File: src/rtl/exu_alu_arbt_if.sv
// Request, shared-datapath and result bus bundle for the EXU ALU arbiter.
interface exu_alu_arbt_if #(
   parameter int unsigned XLEN = 32
);
   // regular-ALU request
   logic            rglr_i_valid;
   logic            rglr_i_ready;
   logic [XLEN-1:0] rglr_i_op1;
   logic [XLEN-1:0] rglr_i_op2;
   logic            rglr_i_add;
   logic            rglr_i_lui;
   logic            rglr_i_ebreak;
   // address-generation request
   logic            agu_i_valid;
   logic            agu_i_ready;
   logic [XLEN-1:0] agu_i_op1;
   logic [XLEN-1:0] agu_i_op2;
   // shared ALU datapath
   logic            alu_req_alu_add;
   logic            alu_req_alu_lui;
   logic [XLEN-1:0] alu_req_alu_op1;
   logic [XLEN-1:0] alu_req_alu_op2;
   logic [XLEN-1:0] alu_req_alu_res;
   // results
   logic            rglr_o_valid;
   logic            rglr_o_ready;
   logic [XLEN-1:0] rglr_o_wdat;
   logic            rglr_o_ebreak;
   logic            agu_o_valid;
   logic            agu_o_ready;
   logic [XLEN-1:0] agu_o_addr;

   // arbiter side
   modport slave (
      input  rglr_i_valid, rglr_i_op1, rglr_i_op2, rglr_i_add, rglr_i_lui, rglr_i_ebreak,
      output rglr_i_ready,
      input  agu_i_valid, agu_i_op1, agu_i_op2,
      output agu_i_ready,
      output alu_req_alu_add, alu_req_alu_lui, alu_req_alu_op1, alu_req_alu_op2,
      input  alu_req_alu_res,
      output rglr_o_valid, rglr_o_wdat, rglr_o_ebreak,
      input  rglr_o_ready,
      output agu_o_valid, agu_o_addr,
      input  agu_o_ready
   );

   // requester / consumer / datapath side
   modport master (
      output rglr_i_valid, rglr_i_op1, rglr_i_op2, rglr_i_add, rglr_i_lui, rglr_i_ebreak,
      input  rglr_i_ready,
      output agu_i_valid, agu_i_op1, agu_i_op2,
      input  agu_i_ready,
      input  alu_req_alu_add, alu_req_alu_lui, alu_req_alu_op1, alu_req_alu_op2,
      output alu_req_alu_res,
      input  rglr_o_valid, rglr_o_wdat, rglr_o_ebreak,
      output rglr_o_ready,
      input  agu_o_valid, agu_o_addr,
      output agu_o_ready
   );
endinterface

File: src/rtl/exu_alu_arbt.sv
// Round-robin arbiter sharing one ALU datapath between the regular ALU path
// and the AGU, with a single-entry result buffer that allows back-to-back ops.
module exu_alu_arbt #(
   parameter int unsigned XLEN = 32
) (
   input logic             clk,
   input logic             rst_n,
   exu_alu_arbt_if.slave   bus
);
   typedef enum logic {EMPTY = 1'b0, FULL = 1'b1} state_t;

   localparam logic OWN_RGLR = 1'b0;
   localparam logic OWN_AGU  = 1'b1;

   state_t          state;
   logic            owner;
   logic            last_grant;
   logic            ebreak_buf;
   logic [XLEN-1:0] data_buf;

   logic            rglr_out_valid;
   logic            agu_out_valid;
   logic            drain;
   logic            free;
   logic            gnt_rglr;
   logic            gnt_agu;

   // Buffer occupancy, drain detection and round-robin grant
   always_comb begin
      rglr_out_valid = (state == FULL) && (owner == OWN_RGLR);
      agu_out_valid  = (state == FULL) && (owner == OWN_AGU);
      drain          = (rglr_out_valid && bus.rglr_o_ready) ||
                       (agu_out_valid  && bus.agu_o_ready);
      free           = (state == EMPTY) || drain;
      gnt_rglr       = 1'b0;
      gnt_agu        = 1'b0;
      if (free) begin
         if (bus.rglr_i_valid && bus.agu_i_valid) begin
            // tie goes to whoever did not win last time
            gnt_agu  = (last_grant == OWN_RGLR);
            gnt_rglr = (last_grant == OWN_AGU);
         end else begin
            gnt_rglr = bus.rglr_i_valid;
            gnt_agu  = bus.agu_i_valid;
         end
      end
   end

   // Steer the granted requester onto the shared datapath; idle drives zeros
   always_comb begin
      bus.alu_req_alu_add = 1'b0;
      bus.alu_req_alu_lui = 1'b0;
      bus.alu_req_alu_op1 = '0;
      bus.alu_req_alu_op2 = '0;
      if (gnt_rglr) begin
         bus.alu_req_alu_add = bus.rglr_i_add;
         bus.alu_req_alu_lui = bus.rglr_i_lui;
         bus.alu_req_alu_op1 = bus.rglr_i_op1;
         bus.alu_req_alu_op2 = bus.rglr_i_op2;
      end else if (gnt_agu) begin
         bus.alu_req_alu_add = 1'b1;
         bus.alu_req_alu_op1 = bus.agu_i_op1;
         bus.alu_req_alu_op2 = bus.agu_i_op2;
      end
   end

   // Handshake and result outputs decoded from the buffer registers
   always_comb begin
      bus.rglr_i_ready  = gnt_rglr;
      bus.agu_i_ready   = gnt_agu;
      bus.rglr_o_valid  = rglr_out_valid;
      bus.agu_o_valid   = agu_out_valid;
      bus.rglr_o_wdat   = data_buf;
      bus.agu_o_addr    = data_buf;
      bus.rglr_o_ebreak = ebreak_buf && rglr_out_valid;
   end

   // Result buffer state machine: capture on grant, empty on drain without refill
   always_ff @(posedge clk or negedge rst_n) begin
      if (!rst_n) begin
         state      <= EMPTY;
         owner      <= OWN_RGLR;
         last_grant <= OWN_AGU;
         ebreak_buf <= 1'b0;
         data_buf   <= '0;
      end else begin
         case (state)
            EMPTY: begin
               if (gnt_rglr || gnt_agu) begin
                  state <= FULL;
               end
            end
            FULL: begin
               if (drain && !(gnt_rglr || gnt_agu)) begin
                  state <= EMPTY;
               end
            end
            default: state <= EMPTY;
         endcase
         if (gnt_rglr || gnt_agu) begin
            owner      <= gnt_agu ? OWN_AGU : OWN_RGLR;
            last_grant <= gnt_agu ? OWN_AGU : OWN_RGLR;
            data_buf   <= bus.alu_req_alu_res;
            ebreak_buf <= gnt_rglr && bus.rglr_i_ebreak;
         end
      end
   end
endmodule

File: src/flat_wrapper.sv
// flat-port wrapper written by rule: the top's interface ports become plain ports
module exu_alu_arbt_flat 
#(
   parameter int unsigned XLEN = 32
)
  (clk, rst_n, bus_rglr_i_valid, bus_rglr_i_op1, bus_rglr_i_op2, bus_rglr_i_add, bus_rglr_i_lui, bus_rglr_i_ebreak, bus_rglr_i_ready, bus_agu_i_valid, bus_agu_i_op1, bus_agu_i_op2, bus_agu_i_ready, bus_alu_req_alu_add, bus_alu_req_alu_lui, bus_alu_req_alu_op1, bus_alu_req_alu_op2, bus_alu_req_alu_res, bus_rglr_o_valid, bus_rglr_o_wdat, bus_rglr_o_ebreak, bus_rglr_o_ready, bus_agu_o_valid, bus_agu_o_addr, bus_agu_o_ready);
  exu_alu_arbt_if #(.XLEN(XLEN)) bus_i ();
  input logic clk;
  input logic rst_n;
  input wire logic [$bits(bus_i.rglr_i_valid)-1:0] bus_rglr_i_valid;
  input wire logic [$bits(bus_i.rglr_i_op1)-1:0] bus_rglr_i_op1;
  input wire logic [$bits(bus_i.rglr_i_op2)-1:0] bus_rglr_i_op2;
  input wire logic [$bits(bus_i.rglr_i_add)-1:0] bus_rglr_i_add;
  input wire logic [$bits(bus_i.rglr_i_lui)-1:0] bus_rglr_i_lui;
  input wire logic [$bits(bus_i.rglr_i_ebreak)-1:0] bus_rglr_i_ebreak;
  output wire logic [$bits(bus_i.rglr_i_ready)-1:0] bus_rglr_i_ready;
  input wire logic [$bits(bus_i.agu_i_valid)-1:0] bus_agu_i_valid;
  input wire logic [$bits(bus_i.agu_i_op1)-1:0] bus_agu_i_op1;
  input wire logic [$bits(bus_i.agu_i_op2)-1:0] bus_agu_i_op2;
  output wire logic [$bits(bus_i.agu_i_ready)-1:0] bus_agu_i_ready;
  output wire logic [$bits(bus_i.alu_req_alu_add)-1:0] bus_alu_req_alu_add;
  output wire logic [$bits(bus_i.alu_req_alu_lui)-1:0] bus_alu_req_alu_lui;
  output wire logic [$bits(bus_i.alu_req_alu_op1)-1:0] bus_alu_req_alu_op1;
  output wire logic [$bits(bus_i.alu_req_alu_op2)-1:0] bus_alu_req_alu_op2;
  input wire logic [$bits(bus_i.alu_req_alu_res)-1:0] bus_alu_req_alu_res;
  output wire logic [$bits(bus_i.rglr_o_valid)-1:0] bus_rglr_o_valid;
  output wire logic [$bits(bus_i.rglr_o_wdat)-1:0] bus_rglr_o_wdat;
  output wire logic [$bits(bus_i.rglr_o_ebreak)-1:0] bus_rglr_o_ebreak;
  input wire logic [$bits(bus_i.rglr_o_ready)-1:0] bus_rglr_o_ready;
  output wire logic [$bits(bus_i.agu_o_valid)-1:0] bus_agu_o_valid;
  output wire logic [$bits(bus_i.agu_o_addr)-1:0] bus_agu_o_addr;
  input wire logic [$bits(bus_i.agu_o_ready)-1:0] bus_agu_o_ready;
  assign bus_i.rglr_i_valid = bus_rglr_i_valid;
  assign bus_i.rglr_i_op1 = bus_rglr_i_op1;
  assign bus_i.rglr_i_op2 = bus_rglr_i_op2;
  assign bus_i.rglr_i_add = bus_rglr_i_add;
  assign bus_i.rglr_i_lui = bus_rglr_i_lui;
  assign bus_i.rglr_i_ebreak = bus_rglr_i_ebreak;
  assign bus_rglr_i_ready = bus_i.rglr_i_ready;
  assign bus_i.agu_i_valid = bus_agu_i_valid;
  assign bus_i.agu_i_op1 = bus_agu_i_op1;
  assign bus_i.agu_i_op2 = bus_agu_i_op2;
  assign bus_agu_i_ready = bus_i.agu_i_ready;
  assign bus_alu_req_alu_add = bus_i.alu_req_alu_add;
  assign bus_alu_req_alu_lui = bus_i.alu_req_alu_lui;
  assign bus_alu_req_alu_op1 = bus_i.alu_req_alu_op1;
  assign bus_alu_req_alu_op2 = bus_i.alu_req_alu_op2;
  assign bus_i.alu_req_alu_res = bus_alu_req_alu_res;
  assign bus_rglr_o_valid = bus_i.rglr_o_valid;
  assign bus_rglr_o_wdat = bus_i.rglr_o_wdat;
  assign bus_rglr_o_ebreak = bus_i.rglr_o_ebreak;
  assign bus_i.rglr_o_ready = bus_rglr_o_ready;
  assign bus_agu_o_valid = bus_i.agu_o_valid;
  assign bus_agu_o_addr = bus_i.agu_o_addr;
  assign bus_i.agu_o_ready = bus_agu_o_ready;
  exu_alu_arbt #(.XLEN(XLEN)) u_core (.clk(clk), .rst_n(rst_n), .bus(bus_i));
endmodule
File: config.mk
export PLATFORM = sky130hd
export DESIGN_NAME = exu_alu_arbt_flat
export DESIGN_NICKNAME = d
export VERILOG_FILES = /design/src/rtl/exu_alu_arbt_if.sv /design/src/rtl/exu_alu_arbt.sv /design/src/flat_wrapper.sv
export SDC_FILE = /design/constraint.sdc
export NUM_CORES = 1
export LEC_CHECK = 0
export ABC_AREA = 1
export CORE_AREA = 2 2 118 120
export CTS_BUF_LIST = sky130_fd_sc_hd__clkbuf_8
export DETAILED_ROUTE_END_ITERATION = 7
export DIE_AREA = 0 0 120 122
export GPL_ROUTABILITY_DRIVEN = 0
export MAX_ROUTING_LAYER = met4
export REMOVE_ABC_BUFFERS = 1
export SLEW_MARGIN = 30
export SYNTH_ARGS = -nofsm -noshare
export SYNTH_HDL_FRONTEND = slang
export SYNTH_SLANG_ARGS = --single-unit
File: constraint.sdc
create_clock -name clk -period 1.3 [get_ports clk]
set_input_delay 0.26 -clock clk [delete_from_list [all_inputs] [get_ports clk]]
set_output_delay 0.26 -clock clk [all_outputs]
set_load 0.1 [all_outputs]
==> metrics.cfg <==
[status]
outcome=finished with violations
failed_checks=setup timing

[drt]
final_antenna_net_count=0
route.final.wire_length_um=15660
wl_per_cell_um=17.62
num_vias=3846
first_iter_violations=176
routed_vias_inst=4.326
detail_route.first_pass.iterations=4
drc_errors=0

[flow_run]
cap_violations=0

[cts]
cts_buffer_depth=2
cts_buffers=5
tritoncts_num_sinks=36
clkLatencyLatePin_ns=0.28
worst_setup_hold_path_clk_slew_ns=0.07
tritoncts=yes
h-tree-depth=2
root_buffer=sky130_fd_sc_hd__clkbuf_8

[global_route]
pin_count_of_the_biggest_net_entering_global_routing=26
global_route.usage.total_pct=20.85
grt_first_pass_wirelength_um=22750
initial_antenna_violation_count=2
vias_in_the_first_global_route=4020
grt-ovfl-total=0

[yosys]
post_synth_num_cell_types=16
ys_ff_latch=36
post_synth_instance_area_mm2=0.002596
syn-mean-instance-area_um2=6.286
synth_warnings=0
synth-seq-area-share_pct=34.75
netlist_instances=413

[setup_path]
critical_path_class=primary input to output pin
timing.rr.end=u_core.bus.agu_o_addr[1]
register_to_register_setup_slack_ns=-0.45
ff2ff_path_depth=10
worstSetupEndpointType=output pin
cp_data_required_time_ns=1.04
critical_path_peak_fanout=22
cp.arrival_ns=1.73
setup.worst_path.start_class=primary input
worst_r2r_startpoint=u_core.last_grant

[floorplan]
top_level_ports=304
core_mm2=0.01350
rows=43
floorplan.initialDensity_pct=19.23
die_extent_in_x_um=120
die_height_um=122
floorplan.die_area_mm2=0.01464

[finish]
fraction_of_layout_instances_using_a_drive_strength_above_1_pct=41.87
area_delta_synth_final_pct=207.2
final_common_cell=sky130_fd_sc_hd__nand2_1
layout.nets=876
mostFrequentLayoutCells=177 x sky130_fd_sc_hd__nand2_1, 165 x sky130_fd_sc_hd__clkdlybuf4s50_1, 143 x sky130_fd_sc_hd__buf_12, 71 x sky130_fd_sc_hd__nand2_2, 33 x sky130_fd_sc_hd__nand3_1

[timing]
setup_violations=107
rsz_0062_raised_after_global_routing=true
number_of_pins_with_negative_max_slew_slack_in_the_final_report=0
finalWorstSetupSlack_ns=-0.6856
final.setup.tns_ns=-58.90
slew_of_the_pin_with_the_lowest_slew_margin_ns=0.3405
final.period_utilization_pct=152.7
finalCriticalPeriod_ns=1.986
finalHoldViolCount=0
worst_clock_skew_ns=0.002792
fmaxAchievable_mhz=503.6
worst_slew_margin_rel_pct=77.30

[worst_hold_path]
worst_min_delay_path_category=primary input to asynchronous set/reset pin

[placed_design]
port_buffers=303
place.detailed.hpwl_um=11490

## stage by stage
step	std cells	worst slack (ns)	utilization, %	instance area (µm²)	hold WS [ns]
4_1_cts	883	-0.6971	57.31	7739	0.4071
6_report	889	-0.6856	59.07	7976	0.3983
3_5_place_dp	857	-0.7560	51.59	6967	0.1820
2_1_floorplan	356	-1.835	-	2177	-0.03559
3_3_place_gp	857	-0.7375	51.59	6967	0.1741
5_1_grt	889	-0.7617	59.07	7976	0.4153
## flip-flops by register name, summed over array words and instances (netlist names)
signal	flops
u_core.owner	1
u_core.bus.agu_o_addr	32
u_core.state	1
u_core.ebreak_buf	1
u_core.last_grant	1
## worst max-delay path by stage
stage,from,endpoint,slack (ns),cells past startpoint
floorplan,u_core.last_grant,bus_alu_req_alu_add,-1.83,6
global placement,bus_agu_i_valid,bus_alu_req_alu_op2[6],-0.74,9
detailed placement,bus_agu_i_valid,bus_alu_req_alu_op2[23],-0.76,9
CTS,u_core.last_grant,bus_alu_req_alu_op2[10],-0.70,8
global route,u_core.last_grant,bus_alu_req_alu_op1[30],-0.76,8
finish,bus_rglr_o_ready,bus_alu_req_alu_op2[23],-0.69,9
## cell usage after synthesis, drive strengths merged
master  number  share of area [%]
buf         54                 16
nor2         2               0.29
inv         10                1.4
nand2      268                 39
o21ai        1               0.19
nand3       37                7.9
dfstp        1                1.0
nand4        1               0.24
dfrtp       35                 34
a21oi        1               0.19
clkbuf       3               0.43
## cell families after synthesis
family	count (synthesis)	share of synthesized area, %
buffers and inverters	67	17.59
AO/OA/AOI/OAI	2	0.3852
flip-flops	36	34.75
AND/OR/NAND/NOR	308	47.28
## worst max-delay path, cell delays in order
cell	delay, ns
sky130_fd_sc_hd__clkdlybuf4s50_1	0.45
sky130_fd_sc_hd__inv_1	0.06
sky130_fd_sc_hd__nand3_4	0.11
sky130_fd_sc_hd__nand3_4	0.12
sky130_fd_sc_hd__inv_8	0.11
sky130_fd_sc_hd__buf_12	0.16
sky130_fd_sc_hd__nand2_1	0.12
sky130_fd_sc_hd__nand2_2	0.12
sky130_fd_sc_hd__buf_12	0.18
## metal layers
metal / up-vias / track usage, % / wire length, µm / part of all wire (%)
met2: 231 / 36.58 / 8339 / 53
met1: 1777 / 22.77 / 5500 / 35
met5: - / - / 0 / 0
li1: 1808 / - / - / -
met4: 0 / 8.015 / 457 / 2.9
met3: 30 / 5.150 / 1364 / 8.7
## timing repair
item / 4_1_cts / 5_1_grt
resized for setup: 114 / 58
pin swaps: 2 / 6
endpoints found under the setup margin: 105 / 115
endpoints found under the hold margin: 11 / 0
setup buffers: 10 / 5
hold buffers: 1 / 0
cloned: 9 / 2
## final cells by class
| class | count | area [µm²] |
|---|---|---|
| multi-input combinational | 310 | 1624 |
| tap | 180 | 225.2 |
| inverter | 10 | 57.56 |
| sequential | 36 | 910.9 |
| antenna | 2 | 5.005 |
| fill | 1133 | 5528 |
| clock buffer | 7 | 96.34 |
| timing repair buffer | 344 | 5057 |
Power is left out: the tool's default activity adds up to more than one toggle a clock period on the data nets, which glitch-free logic cannot reach.
